==> config.mk <==
export PLATFORM = sky130hd
export DESIGN_NAME = frog_collision_ctrl
export DESIGN_NICKNAME = d
export VERILOG_FILES = /design/src/rtl/frog_collision_ctrl.sv
export SDC_FILE = /design/constraint.sdc
export NUM_CORES = 1
export LEC_CHECK = 0
export CORE_MARGIN = 2
export CORE_UTILIZATION = 45
export CTS_CLUSTER_SIZE = 40
export DETAILED_ROUTE_END_ITERATION = 16
export PLACE_DENSITY = 0.84
export REMOVE_ABC_BUFFERS = 1
export SYNTH_ARGS = -nofsm -noshare
export SYNTH_HDL_FRONTEND = slang
export SYNTH_SLANG_ARGS = --single-unit
==> constraint.sdc <==
create_clock -name clk -period 3.6 [get_ports clk]
set_clock_uncertainty 0.1 [all_clocks]
set_input_delay 0.9 -clock clk [delete_from_list [all_inputs] [get_ports clk]]
set_output_delay 0.9 -clock clk [all_outputs]
set_load 0.01 [all_outputs]
==> src/rtl/frog_collision_ctrl.sv <==
// Player-state and collision controller for the lane-scrolling road game.
// Tracks the player's grid position from move pulses, detects car hits against
// the lane occupancy words and goal crossings, and keeps lives and score.
module frog_collision_ctrl #(
    parameter int unsigned COLS        = 16,
    parameter int unsigned ROWS        = 8,
    parameter int unsigned HOLD_CYCLES = 50_000_000,
    parameter int unsigned START_LIVES = 3
) (
    input  logic                     clk,
    input  logic                     reset,
    input  logic                     up,
    input  logic                     down,
    input  logic                     left,
    input  logic                     right,
    input  logic [ROWS*COLS-1:0]     laneCars,
    output logic [$clog2(ROWS)-1:0]  playerRow,
    output logic [$clog2(COLS)-1:0]  playerCol,
    output logic                     hit,
    output logic                     win,
    output logic                     gameOver,
    output logic [2:0]               lives,
    output logic [7:0]               score
);

    localparam int unsigned RW = $clog2(ROWS);
    localparam int unsigned CW = $clog2(COLS);
    localparam int unsigned HW = (HOLD_CYCLES > 1) ? $clog2(HOLD_CYCLES) : 1;

    localparam logic [RW-1:0] LAST_ROW  = RW'(ROWS - 1);
    localparam logic [RW-1:0] LANE_TOP  = RW'(ROWS - 2);
    localparam logic [CW-1:0] START_COL = CW'(COLS / 2);
    localparam logic [CW-1:0] LAST_COL  = CW'(COLS - 1);
    localparam logic [HW-1:0] HOLD_LAST = HW'(HOLD_CYCLES - 1);
    localparam logic [2:0]    LIVES_RST = 3'(START_LIVES);

    typedef enum logic [1:0] {StPlay, StHit, StWin, StOver} state_e;

    state_e          state_q, state_d;
    logic [RW-1:0]   row_q, row_d;
    logic [CW-1:0]   col_q, col_d;
    logic [2:0]      lives_q, lives_d;
    logic [7:0]      score_q, score_d;
    logic [HW-1:0]   hold_q, hold_d;

    logic [COLS-1:0] lane [ROWS];
    logic            collide;

    // Split the flat occupancy bus into per-row words and test the player cell.
    always_comb begin
        for (int r = 0; r < int'(ROWS); r++) begin
            lane[r] = laneCars[r*COLS +: COLS];
        end
        collide = lane[row_q][col_q] && (row_q != '0) && (row_q != LAST_ROW);
    end

    // Next-state logic: collision beats movement; one move per cycle.
    always_comb begin
        state_d = state_q;
        row_d   = row_q;
        col_d   = col_q;
        lives_d = lives_q;
        score_d = score_q;
        hold_d  = hold_q;
        unique case (state_q)
            StPlay: begin
                if (collide) begin
                    state_d = StHit;
                    hold_d  = '0;
                    if (lives_q != '0) lives_d = lives_q - 3'd1;
                end else if (up) begin
                    row_d = row_q + RW'(1);
                    if (row_q == LANE_TOP) begin
                        state_d = StWin;
                        hold_d  = '0;
                        if (score_q != 8'hff) score_d = score_q + 8'd1;
                    end
                end else if (down) begin
                    if (row_q != '0) row_d = row_q - RW'(1);
                end else if (left) begin
                    if (col_q != '0) col_d = col_q - CW'(1);
                end else if (right) begin
                    if (col_q != LAST_COL) col_d = col_q + CW'(1);
                end
            end
            StHit, StWin: begin
                if (hold_q == HOLD_LAST) begin
                    hold_d = '0;
                    if (state_q == StHit && lives_q == '0) begin
                        state_d = StOver;
                    end else begin
                        state_d = StPlay;
                        row_d   = '0;
                        col_d   = START_COL;
                    end
                end else begin
                    hold_d = hold_q + HW'(1);
                end
            end
            StOver: begin
                // Frozen until reset.
            end
            default: state_d = StPlay;
        endcase
    end

    // State register with synchronous reset.
    always_ff @(posedge clk) begin
        if (reset) begin
            state_q <= StPlay;
            row_q   <= '0;
            col_q   <= START_COL;
            lives_q <= LIVES_RST;
            score_q <= '0;
            hold_q  <= '0;
        end else begin
            state_q <= state_d;
            row_q   <= row_d;
            col_q   <= col_d;
            lives_q <= lives_d;
            score_q <= score_d;
            hold_q  <= hold_d;
        end
    end

    assign playerRow = row_q;
    assign playerCol = col_q;
    assign hit       = (state_q == StHit);
    assign win       = (state_q == StWin);
    assign gameOver  = (state_q == StOver);
    assign lives     = lives_q;
    assign score     = score_q;

endmodule

==> qor.yml, run 1 <==
outcome: "finished, final reports clean"
hold_path_class: "flip-flop to flip-flop"
synth_compound_area_share_pct: 22.7
required_ps: 3700
synthSimpleGateAreaFrac_pct: 23.9
io_pins: 155
cp_max_fo: 10
crit_arrival_ps: 3450
highest_layer: "met4"
syn2layout_area_growth_pct: 44.8
cts_buffers: 5
multi_input_area_um2: 2760
setup_violations: 0
start_util_pct: 45.8
netlist_area_um2: 3960
startpoint_type: "input port"
dieArea_um2: 9560
grt_usage_pct: 28.1
post_drt_wl_per_cell_um: 18.5
grt-ovfl-total: 0
grt_pass1_vias: 4765
core.rowCount: 34
vias_per_cell: 6.19
dr.pass1.iters: 5
h-tree-depth: 2
power_switching_mw: 1.37
insertion_delay_ps: 300
path_class: "input port to flip-flop"
critPathLaunch: "laneCars[23]"
dieWidth_um: 97.8
hold_path_startpoint: "hold_q[19]$_SDFFE_PP0P_"
wl_met1_mm: 5.20
final_nets: 770
ys_types: 67
place_congestion: 0.902
drive_gt1_share_pct: 9.12
min_period_ps: 3360
slew_headroom_pct: 37.7
clkSlewWorstSetupHoldPaths_ps: 80
drc_errors: 0
power.leakage_nw: 1.96
synth-edff-count: 0
synthTopCellsByCount: "46 x dfxtp_1, 35 x mux2i_1, 31 x nand2_1, 30 x a21oi_1, 30 x nand3_1"
grt_antenna_before_repair: 0
ys_warn_count: 0
drtIter0Drc: 265
drtAntennaViolNets: 0
timing.max_cap.violations: 0
seq_power_share_pct: 22.2
post-synth-top-count-cell: "dfxtp_1"
port-buffer-count: 154
clockRootBuffer: "clkbuf_8"
synth_area_leaders: "dfxtp_1 23%, mux2i_1 8.9%, mux4_2 8.0%, a21oi_1 3.8%, nand3_1 3.8%"
power_mw: 3.02
cts_tree: "yes"
power_density_nw_per_um2: 528
synthMuxAreaShare_pct: 17.7
wl_met3_um: 924
cts_buffer_depth: 2
r2r-start: "playerRow[2]$_SDFFE_PP0P_"
dr_total_vias: 4534
min_period_over_period_pct: 93.2
clock-sinks: 46
grt_max_degree: 29
critPathCaptureType: "flip-flop"
rsz0062_at_grt: "false"
grt_pass1_wl_mm: 22.3
seq_area_um2: 922
ir_worst_vdd_mv: 0.362
synth_top_cell_by_area: "dfxtp_1"
tns_ps: 0
num_antenna_cells: 0
yosysTopAreaCellShare_pct: 23.3
drt_wl_total_mm: 13.6
synthAdderAreaFrac_pct: 4.18
place_hpwl_mm: 10.7
cts-resized-gates: 0
p_sw_share_pct: 45.2
dr_wl_met2_mm: 7.04
power_frac_comb_pct: 66.9
syn_inst: 473
n_fill_cell: 697
ys_ff_latch: 46
fmaxAchievable_mhz: 298
synth_top_family_by_area: "simple AND/OR/NAND/NOR gates"
synthXorXnorAreaFrac_pct: 1.11
p_int_mw: 1.66
hold_viol: 0
synth.avg_cell_area_um2: 8.36
die_height_um: 97.8
ys_async_sr_fraction_pct: 0
report.final.slew_viol_count: 0
hold_buffers: 0
coreArea_um2: 8640
dominantRegCellSynth: "dfxtp_1"
power.share.clock_pct: 10.9
post_cts_buffers: 0
yosysSeqAreaShare_pct: 23.3
worst_slew_pin_slew_ps: 934
-- worst max-delay path, stage by stage --
cell             delay, ps
clkdlybuf4s50_1        410
mux4_2                 450
o21ai_0                170
and4_1                 260
nand4bb_1              190
buf_4                  150
nand3_2                180
nor4_1                 370
mux2_2                 370
-- placed cells by master, fill, tap and decap left out, drive strengths merged, types with 12 or more instances in the layout --
master           n
clkdlybuf4s50  154
dfxtp           46
mux2i           35
nand2           31
nand3           31
a21oi           30
inv             24
nor2            24
buf             20
o21ai           19
a31oi           15
mux4            14
and3            14
a22oi           13
nor3            12
-- metal layers --
layer / vias up / global-route usage, %
li1: 2130 / -
met1: 2151 / 32.5
met2: 215 / 50.9
met3: 38 / 5.30
met4: 0 / 12.1
met5: - / 0
-- state kept, by name (all words and copies together) (netlist names) --
register	flops
lives	3
score	8
state_q	2
playerCol	4
playerRow	3
hold_q	26
-- power by group through the flow --
| stage | logic, mW | clock network [mW] | registers [mW] |
|---|---|---|---|
| 3_5_place_dp | 1.99 | 0 | 0.680 |
| 4_1_cts | 2.00 | 0.336 | 0.670 |
| 3_3_place_gp | 1.92 | 0 | 0.678 |
| 6_report | 2.02 | 0.330 | 0.672 |
| 2_1_floorplan | 1.13 | 0 | 0.763 |
| 5_1_grt | 2.18 | 0.358 | 0.685 |
-- final cells by class --
cell class,count,area share (%)
clock buffer,7,1.51
clock inverter,1,0.0874
inverter,25,1.64
multi-input combinational,372,48.1
sequential,46,16.1
tap,108,2.36
timing repair buffer,174,30.2
-- kinds of logic (layout without fill, tap and decap cells) --
| group | count (synthesis) | in the layout |
|---|---|---|
| AND/OR/NAND/NOR | 172 | 172 |
| AO/OA/AOI/OAI | 131 | 131 |
| buffers and inverters | 55 | 207 |
| adder cells (fa/ha/maj) | 12 | 12 |
| multiplexers | 52 | 52 |
| flip-flops | 46 | 46 |
| XOR/XNOR | 5 | 5 |
-- path summary, 6_finish.rpt --
kind	endpoint	slack (ps)	cells past startpoint
setup / recovery	score[7]$_SDFFE_PP0P_	240	9
hold / removal	hold_q[19]$_SDFFE_PP0P_	400	1
setup reg to reg	score[7]$_SDFFE_PP0P_	260	9
hold reg to reg	hold_q[19]$_SDFFE_PP0P_	400	1
-- metrics by stage --
stage | std cells | hold WS [ps] | utilization, % | setup WS [ps] | instance area, um2
3_3_place_gp | 725 | 354 | 65.3 | 24.9 | 5640
3_5_place_dp | 725 | 374 | 65.3 | -92.3 | 5640
5_1_grt | 733 | 423 | 66.3 | 30.0 | 5730
4_1_cts | 733 | 394 | 66.3 | 243 | 5730
2_1_floorplan | 443 | 342 | - | -760 | 3770
6_report | 733 | 396 | 66.3 | 244 | 5730
(Power assumes the default switching activity.)
==> run 2, diff against run 1 <==
==> constraint.sdc (replaced) <==
create_clock -name clk -period 3.6 [get_ports clk]
set_clock_uncertainty 0.1 [all_clocks]
set_input_delay 0.9 -clock clk [delete_from_list [all_inputs] [get_ports clk]]
set_output_delay 0.9 -clock clk [all_outputs]
set_load 0.005 [all_outputs]
==> results of run 2 <==
The final DEF is identical to that of run 1. Status: finished, final reports clean.
Among the figures that moved: total power 3.02 mW -> 3.01 mW
